### config.mk
export PLATFORM = sky130hd
export DESIGN_NAME = fetch_queue
export DESIGN_NICKNAME = d
export VERILOG_FILES = /design/src/rtl/fetch_queue.sv
export SDC_FILE = /design/constraint.sdc
export NUM_CORES = 1
export LEC_CHECK = 0
export CORE_MARGIN = 4
export CORE_UTILIZATION = 51
export CTS_BUF_LIST = sky130_fd_sc_hd__clkbuf_8
export DETAILED_ROUTE_END_ITERATION = 7
export GPL_TIMING_DRIVEN = 0
export MAX_ROUTING_LAYER = met4
export PLACE_DENSITY = 0.74
export SLEW_MARGIN = 5
export SYNTH_ARGS = -nofsm -noshare
export SYNTH_HDL_FRONTEND = slang
export SYNTH_SLANG_ARGS = --single-unit
### constraint.sdc
create_clock -name clk -period 11.8 [get_ports clk]
set_input_delay 1.18 -clock clk [delete_from_list [all_inputs] [get_ports clk]]
set_output_delay 1.18 -clock clk [all_outputs]
set_load 0.03 [all_outputs]
### src/rtl/fetch_queue.sv
// fetch_queue: circular instruction buffer between fetcher and decoder with flush.
// Optional FETCH_QUEUE_PERF_EN adds saturating stall/drop performance counters.
module fetch_queue #(
   parameter int DEPTH  = 4,
   parameter int XLEN   = 64,
   parameter int INSN_W = 32
) (
   input  logic                         clk,
   input  logic                         reset,
   input  logic                         fetcher_done,
   input  logic [63:0]                  fetch_data,
   input  logic [XLEN-1:0]              fetch_pc,
   output logic                         fetch_ack,
   input  logic                         flush,
   output logic                         dec_valid,
   output logic [INSN_W-1:0]            dec_instr,
   output logic [XLEN-1:0]              dec_pc,
   input  logic                         dec_ready,
   output logic [$clog2(DEPTH+1)-1:0]   count,
   output logic                         full,
`ifdef FETCH_QUEUE_PERF_EN
   output logic [31:0]                  perf_full_stall,
   output logic [31:0]                  perf_flush_drops,
`endif
   output logic                         empty
);
   localparam int PW = $clog2(DEPTH);
   localparam int CW = $clog2(DEPTH+1);

   logic [INSN_W-1:0] insn_mem [DEPTH];
   logic [XLEN-1:0]   pc_mem   [DEPTH];
   logic [PW-1:0]     rd_ptr, wr_ptr;
   logic              req, push, pop;

   // The ack cycle itself never counts as a request, which enforces the ack gap.
   assign req       = fetcher_done && !fetch_ack;
   assign full      = count == CW'(DEPTH);
   assign empty     = count == '0;
   assign dec_valid = !empty;
   assign push      = req && !full && !flush;
   assign pop       = dec_valid && dec_ready && !flush;
   assign dec_instr = empty ? '0 : insn_mem[rd_ptr];
   assign dec_pc    = empty ? '0 : pc_mem[rd_ptr];

   always_ff @(posedge clk) begin
      if (push) begin
         insn_mem[wr_ptr] <= fetch_data[INSN_W-1:0];
         pc_mem[wr_ptr]   <= fetch_pc;
      end
   end

   // A request seen on a flush edge is still acked so the fetcher's handshake completes.
   always_ff @(posedge clk) begin
      if (reset) begin
         rd_ptr    <= '0;
         wr_ptr    <= '0;
         count     <= '0;
         fetch_ack <= 1'b0;
      end else begin
         fetch_ack <= req && (!full || flush);
         if (flush) begin
            rd_ptr <= '0;
            wr_ptr <= '0;
            count  <= '0;
         end else begin
            wr_ptr <= push ? wr_ptr + PW'(1) : wr_ptr;
            rd_ptr <= pop ? rd_ptr + PW'(1) : rd_ptr;
            count  <= count + CW'(push) - CW'(pop);
         end
      end
   end

`ifdef FETCH_QUEUE_PERF_EN
   logic [32:0] drop_sum;
   assign drop_sum = {1'b0, perf_flush_drops} + 33'(count) + 33'(req);

   always_ff @(posedge clk) begin
      if (reset) begin
         perf_full_stall  <= '0;
         perf_flush_drops <= '0;
      end else begin
         if (fetcher_done && full && !fetch_ack && perf_full_stall != '1)
            perf_full_stall <= perf_full_stall + 32'd1;
         if (flush)
            perf_flush_drops <= drop_sum[32] ? '1 : drop_sum[31:0];
      end
   end
`endif
endmodule
### Word level (Yosys, flattened, before mapping)

Memory sizes are Yosys's and may differ from the RTL's. A register that Yosys moved wholly into a read port is not among the register bits.
Index checks and enable logic that the tools add are counted.

| storage, ports and cells | value |
|---|---|
| flip-flop bits (word level) | 8 |
| latch bits | 0 |
| bits in writable memories | 384 |
| bits in read-only memories | 0 |
| input port bits | 133 |
| output and inout port bits | 103 |
| logic and storage cells | 32 |
| memories kept | 2 |

| cells by class | value |
|---|---|
| add/subtract/negate cells | 4 |
| multipliers | 0 |
| divide/modulo/power cells | 0 |
| $lt $le $gt $ge | 0 |
| eq/ne operators | 1 |
| shift-type cells | 0 |
| multiplexer cells | 8 |
| bitwise gates (word level) | 0 |
| reduce and logical (&&, ||, !) cells | 13 |

Memories:

| memory | depth | width | rd ports | clocked after memory_dff | wr ports | line | text |
|---|---|---|---|---|---|---|---|
| pc_mem | 4 | 64 | 1 | 1 | 1 | 31 | `logic [XLEN-1:0] pc_mem [DEPTH];` |
| insn_mem | 4 | 32 | 1 | 1 | 1 | 30 | `logic [INSN_W-1:0] insn_mem [DEPTH];` |

Operators by type and width:

| cell | count |
|---|---|
| 2-to-1 mux 64 bit | 1 |
| 2-to-1 mux 32 bit | 1 |
| 2-to-1 mux 2 bit | 4 |
| logical AND 1 bit | 6 |
| adder 2 x 1 -> 2 bit, second input constant | 2 |
| zero test 1 bit | 4 |
| adder 3 x 1 -> 3 bit | 1 |
| equality test 3 bit, second input constant | 1 |
| zero test 3 bit | 1 |
| subtractor 3 x 1 -> 3 bit | 1 |
| 2-to-1 mux 1 bit | 2 |
| OR reduction 2 bit | 1 |
| logical OR 1 bit | 1 |

### Depth between registers and ports, before layout

Gate-level depths: netlist of the first run.

| logic depth | value |
|---|---|
| depth after elaboration | 6 |
| mapped depth | 12 |

### Worst setup path after synthesis of the first run

Ideal clock, no wire load.

| timing | value |
|---|---|
| kind | input -> register |
| start point | in flush |
| end point | mem insn_mem[0][0], enable pin |
| library setup time | 0.466 ns |
| arrival | 4.094 ns |
| data required time | 11.334 ns |
| slack | 7.240 ns |
| stages | 3 |
| buffers on the path | 1 |
| cell sequence | clkbuf_1 > nor3b_1 > and3_1 |

| between the ends | value |
|---|---|
| longest elaborated chain between the ends | 4 |

RTL lines:

| item | line | text |
|---|---|---|
| start: declaration | 14 | `input logic flush,` |
| zero test 1 bit | 40 | `assign push = req && !full && !flush;` |
| logical AND 1 bit | 40 |  |
| 2-to-1 mux 1 bit | 46 | `if (push) begin` |
| 2-to-1 mux 1 bit (implied by the code) | 47 | `insn_mem[wr_ptr] <= fetch_data[INSN_W-1:0];` |
| end: declaration | 30 |  |

Every way passes these cells.

### Worst setup path in the final report of the first run

| timing | value |
|---|---|
| start point | reg count[1] |
| end point | out dec_pc[39] |

| between the ends | value |
|---|---|
| longest elaborated chain between the ends | 2 |

RTL lines:

| item | line | text |
|---|---|---|
| start: declaration | 19 | `output logic [$clog2(DEPTH+1)-1:0] count,` |
| start signal: assignment | 68 | `count <= count + CW'(push) - CW'(pop);` |
| zero test 3 bit | 38 | `assign empty = count == '0;` |
| 2-to-1 mux 64 bit | 43 | `assign dec_pc = empty ? '0 : pc_mem[rd_ptr];` |
| end: declaration | 17 | `output logic [XLEN-1:0] dec_pc,` |

Every way passes these cells.

==> results of run 1 <==
-- path summary, 6_finish.rpt --
kind	startpoint	endpoint	slack, ns
setup reg to reg	count[1]	count[2]	8.92
hold reg to reg	wr_ptr[1]	wr_ptr[1]	0.51
setup / recovery	count[1]	dec_pc[39]	7.34
hold / removal	wr_ptr[1]	wr_ptr[1]	0.51
-- cells by family (layout without fill, tap and decap cells) --
kind of cell / count (synthesis) / in the layout
other cells: 0 / 2
flops: 394 / 394
buf+inv: 43 / 353
simple gates: 119 / 119
xor+xnor: 4 / 4
mux: 96 / 96
compound gates: 4 / 4
fa+ha+maj: 7 / 7
-- flip-flops by register name, summed over array words and instances, names as in the netlist, named ones only --
name,cells
pc_mem,256
insn_mem,128
count,3
rd_ptr,2
wr_ptr,2
fetch_ack,1
-- per-layer routing --
| layer | GRT usage | up-vias | share of wire |
|---|---|---|---|
| met5 | - | - | 0 |
| met4 | 0.0411 | 0 | 0.016 |
| met3 | 0.0422 | 45 | 0.066 |
| met2 | 0.281 | 230 | 0.48 |
| met1 | 0.253 | 3723 | 0.44 |
| li1 | - | 3268 | - |
-- layout make-up --
cell class	count	area, µm²
timing repair buffer	208	2170
buffer	35	200
tap	384	480
clock buffer	61	840
multi-input combinational	230	3070
fill	1986	10100
clock inverter	41	250
sequential	394	11700
inverter	8	30.0
antenna	2	5.00
-- power groups by stage --
| stage | registers, mW | clock network (mW) | logic (mW) |
|---|---|---|---|
| global placement | 1.59 | 0 | 0.173 |
| floorplan | 1.59 | 0 | 0.0809 |
| global route | 1.56 | 1.12 | 0.188 |
| CTS | 1.56 | 1.05 | 0.179 |
| finish | 1.56 | 1.02 | 0.176 |
| detailed placement | 1.59 | 0 | 0.178 |
-- Yosys cell counts --
library cell | n | share of area
nand4_1 | 2 | 0.00083
and2_1 | 98 | 0.041
nor2_1 | 3 | 0.00075
nand2b_1 | 1 | 0.00042
xnor2_1 | 2 | 0.0012
edfxtp_1 | 384 | 0.77
o21ai_0 | 2 | 0.00067
ha_1 | 6 | 0.0050
fa_1 | 1 | 0.0013
nand2_1 | 2 | 0.00050
buf_6 | 5 | 0.0038
nor3_1 | 6 | 0.0020
o311ai_0 | 1 | 0.00058
dfxtp_1 | 10 | 0.013
or3_1 | 1 | 0.00042
clkbuf_2 | 1 | 0.00033
o31ai_1 | 1 | 0.00050
buf_2 | 11 | 0.0037
or3b_1 | 1 | 0.00058
mux4_2 | 96 | 0.14
clkbuf_1 | 17 | 0.0043
inv_1 | 8 | 0.0020
buf_12 | 1 | 0.0013
xor2_1 | 2 | 0.0012
nor3b_1 | 1 | 0.00050
and3_1 | 4 | 0.0017
-- worst min-delay path: cells and delay by family (launching register included) --
family | cells | cell delay (ns)
flip-flops | 1 | 0.34
AO/OA/AOI/OAI | 1 | 0.07
AND/OR/NAND/NOR | 1 | 0.06
-- through the flow --
stage | worst slack [ns] | std cells | utilization
5_1_grt | 7.07 | 1362 | 0.651
6_report | 7.34 | 1363 | 0.651
3_3_place_gp | 4.93 | 1253 | 0.607
4_1_cts | 7.22 | 1361 | 0.650
3_5_place_dp | 7.86 | 1259 | 0.613
2_1_floorplan | 7.24 | 667 | -
==> results.md, run 1 <==
* Post-Synth Simple-Gate Area at 0.0485
* Via/cell ratio at 5.33
* Worst Setup End Kind: output pin
* Crit path depth at 6
* CP peak stage delay at 0.66 ns
* Post-Syn Nets at 807
* P_int at 2.19 mW
* Starting Density at 0.520
* Hold crit path type: flop to flop
* Buffers and inverters on the worst path at 4
* Grt ovf at 0
* Commonest cells after routing, fill and taps aside: edfxtp_1, clkdlybuf4s50_1, and2_1
* Clock Latency Late Sink at 0.59 ns
* DRT Wirelength at 28,600 µm
* TritonCTS clock tree: built
* Synth warn at 0
* Switching pwr at 0.577 mW
* Post-Synth XOR/XNOR Area at 0.00233
* Setup_tns at 0 ns
* Crit-path slowest cell: clkdlybuf4s50_1
* Post-synthesis compound-gate area fraction at 0.00175
* Detailed router's first-iteration violation count at 447
* I/O pin cnt at 236
* Comb pwr share at 0.064
* DIE WIDTH at 180 µm
* Cell row count at 62
* Relative slew slack at 0.462
* Crit share post-route at 0.378
* Clk pwr share at 0.371
* Cell variety after synth at 26
* Area of the core at 28,900 µm²
* Total track usage at 0.182
* Share of post-route cells with drive strength above 1 at 0.202
* IO buf count at 202
* Startpoint types: flop
* H-tree levels at 2
* Worst path top cell family by delay: buffers and inverters
* Sequential fraction of the synthesis area at 0.782
* Final Instance Area at 18,800 µm²
* Critical path required time at 10.62 ns
* Adder-cell share of the synthesized area at 0.00634
* Clock Tree Buf Depth at 3
* Area Growth Syn to Fin at 25.1%
* Flops & latches, synth at 394
* Synthesized area per cell at 22.5 µm²
* Kind of critical path: flop to output pin
* CP cell instances: or3_1, clkbuf_1, clkbuf_2, clkbuf_1, and2_1, clkdlybuf4s50_1
* Global-route wire length before repair at 44,600 µm
* Hpwl dp at 17,500 µm
* Nets at 1,076
* Switching Fraction at 0.209
* Number of CTS-inserted buffers at 59
* Most common cell after layout, fill and taps aside: edfxtp_1
* Max-cap violations at 0
* Hold Buf Count CTS at 0
* CP arrival at 3.28 ns
* # DRC at 0
* Post-CTS Setup Bufs at 0
* Minimum clock period at 4.46 ns
* Final Skew at 0.0225 ns
* Endpoints failing setup at 0
* Drt pass-1 iters at 4
* RSZ-0062 raised after global routing: no
* Placed Area at 17,700 µm²
* FMAX at 224 MHz
* Power Dens Cells at 147 nW/µm²
* Via count of the first global-routing pass at 7,713
* Placer Congestion at 0.746
* DR vias at 7,266
* Largest family of logic cells by synthesized area: multiplexers
* Post-synthesis mux area share at 0.144
* Die height at 180 µm
* # resized after CTS at 0
* Worst-case reg-to-reg path depth at 12
* Cell count after synthesis at 667
* Die area at 32,200 µm²
* Clock Root Buffer: clkbuf_8
* CP most frequent cell: clkbuf_1
* Count of pins over their slew limit at 0
* Antenna violations before repair at 1
* CTS clock-pin slew for the worst setup and hold paths at 0.06 ns
* Hold path cells at 2
* Largest net degree at the start of global routing at 52
* DRT antenna net count at 0
* Post-Syn Area at 15,000 µm²
* DR WL/cell at 20.9 µm
* Hold Violations, Final at 0
* P_leak at 6.04 nW
* Register share of total power at 0.566
* CP Max Fanout at 10
* IR drop worst, VDD at 0.0894 mV
* Clock sink total at 394
* Power Total at 2.76 mW
* Worst-Margin Slew at 0.807 ns
* Worst Hold Margin at 0.515 ns
* Status: finished clean
Note: power is estimated with default switching activity, not from simulation.
==> run 2: changes to the inputs <==
- CORE_UTILIZATION: 51 -> 50
- PLACE_DENSITY: 0.74 -> 0.76
- clock period: 11.8 -> 4.1 ns (I/O delays scaled with it)
==> results.md, run 2 (synthesis results as in run 1) <==
* Hold Buf Count CTS at 0 (unchanged)
* IR drop worst, VDD at 0.312 mV (+250%)
* Drt pass-1 iters at 5 (+1)
* Grt ovf at 0 (unchanged)
* Most common cell after layout, fill and taps aside: edfxtp_1
* Global-route wire length before repair at 45,000 µm (+0.90%)
* CP Max Fanout at 10 (unchanged)
* Critical path required time at 3.69 ns (-6.93 ns)
* DRT Wirelength at 29,000 µm (+1.5%)
* Post-Layout Cell Count at 1,374 (+0.81%)
* Detailed router's first-iteration violation count at 576 (+29%)
* Die area at 32,900 µm² (+1.9%)
* CTS clock-pin slew for the worst setup and hold paths at 0.06 ns (about the same)
* Worst Setup End Kind: output pin
* Placed Area at 17,700 µm² (about the same)
* Via/cell ratio at 5.34 (+0.22%)
* CP arrival at 3.27 ns (about the same)
* Area of the core at 29,600 µm² (+2.7%)
* DR WL/cell at 21.1 µm (+0.70%)
* RSZ-0062 raised after global routing: no
* Die height at 181 µm (+0.95%)
* Commonest cells after routing, fill and taps aside: edfxtp_1, clkdlybuf4s50_1, and2_1
* Biggest register: pc_mem
* Final Skew at 0.0247 ns (+0.00214 ns)
* Via count of the first global-routing pass at 8,087 (+4.8%)
* Antenna violations before repair at 1 (unchanged)
* FMAX at 272 MHz
* Max-cap violations at 0 (unchanged)
* Relative slew slack at 0.421 (-0.0415)
* Nets at 1,077 (+0.093%)
* Endpoints failing setup at 0 (unchanged)
* Minimum clock period at 3.68 ns
* Max reg flops at 256 (unchanged)
* Post-CTS Setup Bufs at 0 (unchanged)
* Total track usage at 0.183 (+0.000751)
* Placed cell count at 1,264 (+0.40%)
* TritonCTS clock tree: built
* Layout Utilization at 0.635 (-0.0157)
* DR vias at 7,341 (+1.0%)
* Count of pins over their slew limit at 0 (unchanged)
* R2R setup slack at 1.17 ns (-7.75 ns)
* Cell row count at 63 (+1.6%)
* Crit share post-route at 0.897
* Final Instance Area at 18,800 µm² (+0.22%)
* Kind of critical path: flop to output pin
* Largest regs: pc_mem: 256 flops, insn_mem: 128 flops, count: 3 flops
* Share of post-route cells with drive strength above 1 at 0.199 (-0.00225)
* Largest net degree at the start of global routing at 54 (+3.8%)
* Hpwl dp at 17,800 µm (+2.1%)
* # resized after CTS at 0 (unchanged)
* Placer Congestion at 0.739 (-0.94%)
* DRT antenna net count at 0 (unchanged)
* Area Growth Syn to Fin at 25.4%
* Startpoint types: flop
* Setup_tns at 0 ns (unchanged)
* Number of CTS-inserted buffers at 61 (+3.4%)
* Hold Violations, Final at 0 (unchanged)
* I/O pin cnt at 236 (unchanged)
* FILL cells at 2,115 (+6.5%)
* Power Dens Cells at 426 nW/µm² (+190%)
* Starting Density at 0.506 (-0.0137)
* IO buf count at 202 (unchanged)
* # DRC at 0 (unchanged)
* P_leak at 6.06 nW (+0.42%)
* Clock sink total at 394 (unchanged)
* H-tree levels at 2 (unchanged)
* DIE WIDTH at 181 µm (+0.95%)
* Status: finished clean
* Power Total at 8.02 mW (+190%)
* Clock Root Buffer: clkbuf_8
* Clock Latency Late Sink at 0.58 ns (about the same)
* Worst-Margin Slew at 0.869 ns (+0.0622 ns)
* Hold crit path type: input port to flop
* Clock Tree Buf Depth at 3 (unchanged)
run 2: cell types whose count changed in the layout (fill, tap and decap cells not counted), sizes merged:
cell | previous run | this run
diode | 2 | 1
buf | 23 | 22
clkbuf | 79 | 82
inv | 30 | 33
clkinvlp | 0 | 1
run 2: worst paths after layout:
kind / from / to / depth (start not counted)
worst min register to register: wr_ptr[1] / wr_ptr[1] / 2
worst max register to register: count[1] / count[2] / 12
worst max-delay path: count[1] / dec_pc[42] / 6
worst min-delay path: flush / fetch_ack / 3
run 2: worst max-delay path: stages, from the launching register on:
cell             delay [ns]
dfxtp_1                0.46
or3_1                  0.16
clkbuf_1               0.54
clkbuf_2               0.35
clkbuf_1               0.29
and2_1                 0.19
clkdlybuf4s50_1        0.67
run 2: report_power, final:
group          switching, mW  internal, mW  leakage, nW
Sequential            0.0142          4.48         3.56
Clock                   1.39          1.62        0.673
Combinational          0.262         0.246         1.83
Total                   1.67          6.35         6.06
run 2: final cells by class:
type | instances | area [µm²] | area share
Clock inverter | 45 | 258 | 0.0137
Clock buffer | 64 | 881 | 0.0468
Timing Repair Buffer | 207 | 2160 | 0.115
Multi-Input combinational cell | 230 | 3070 | 0.163
Inverter | 8 | 30.0 | 0.00160
Sequential cell | 394 | 11700 | 0.623
Buffer | 35 | 200 | 0.0106
Tap cell | 390 | 488 | 0.0259
Antenna cell | 1 | 2.50 | 0.000133
run 2: metal layers:
layer / track usage / wire length (µm) / vias up
li1: - / - / 3270
met1: 0.250 / 12100 / 3744
met2: 0.287 / 14400 / 288
met3: 0.0407 / 2110 / 39
met4: 0.0420 / 386 / 0
met5: - / 0 / -
run 2: metrics by stage:
step	hold WS [ns]	worst slack, ns
finish	0.268	0.423
global route	0.254	0.117
CTS	0.210	0.290
detailed placement	0.498	0.939
global placement	0.488	-1.95
floorplan	0.469	0.310
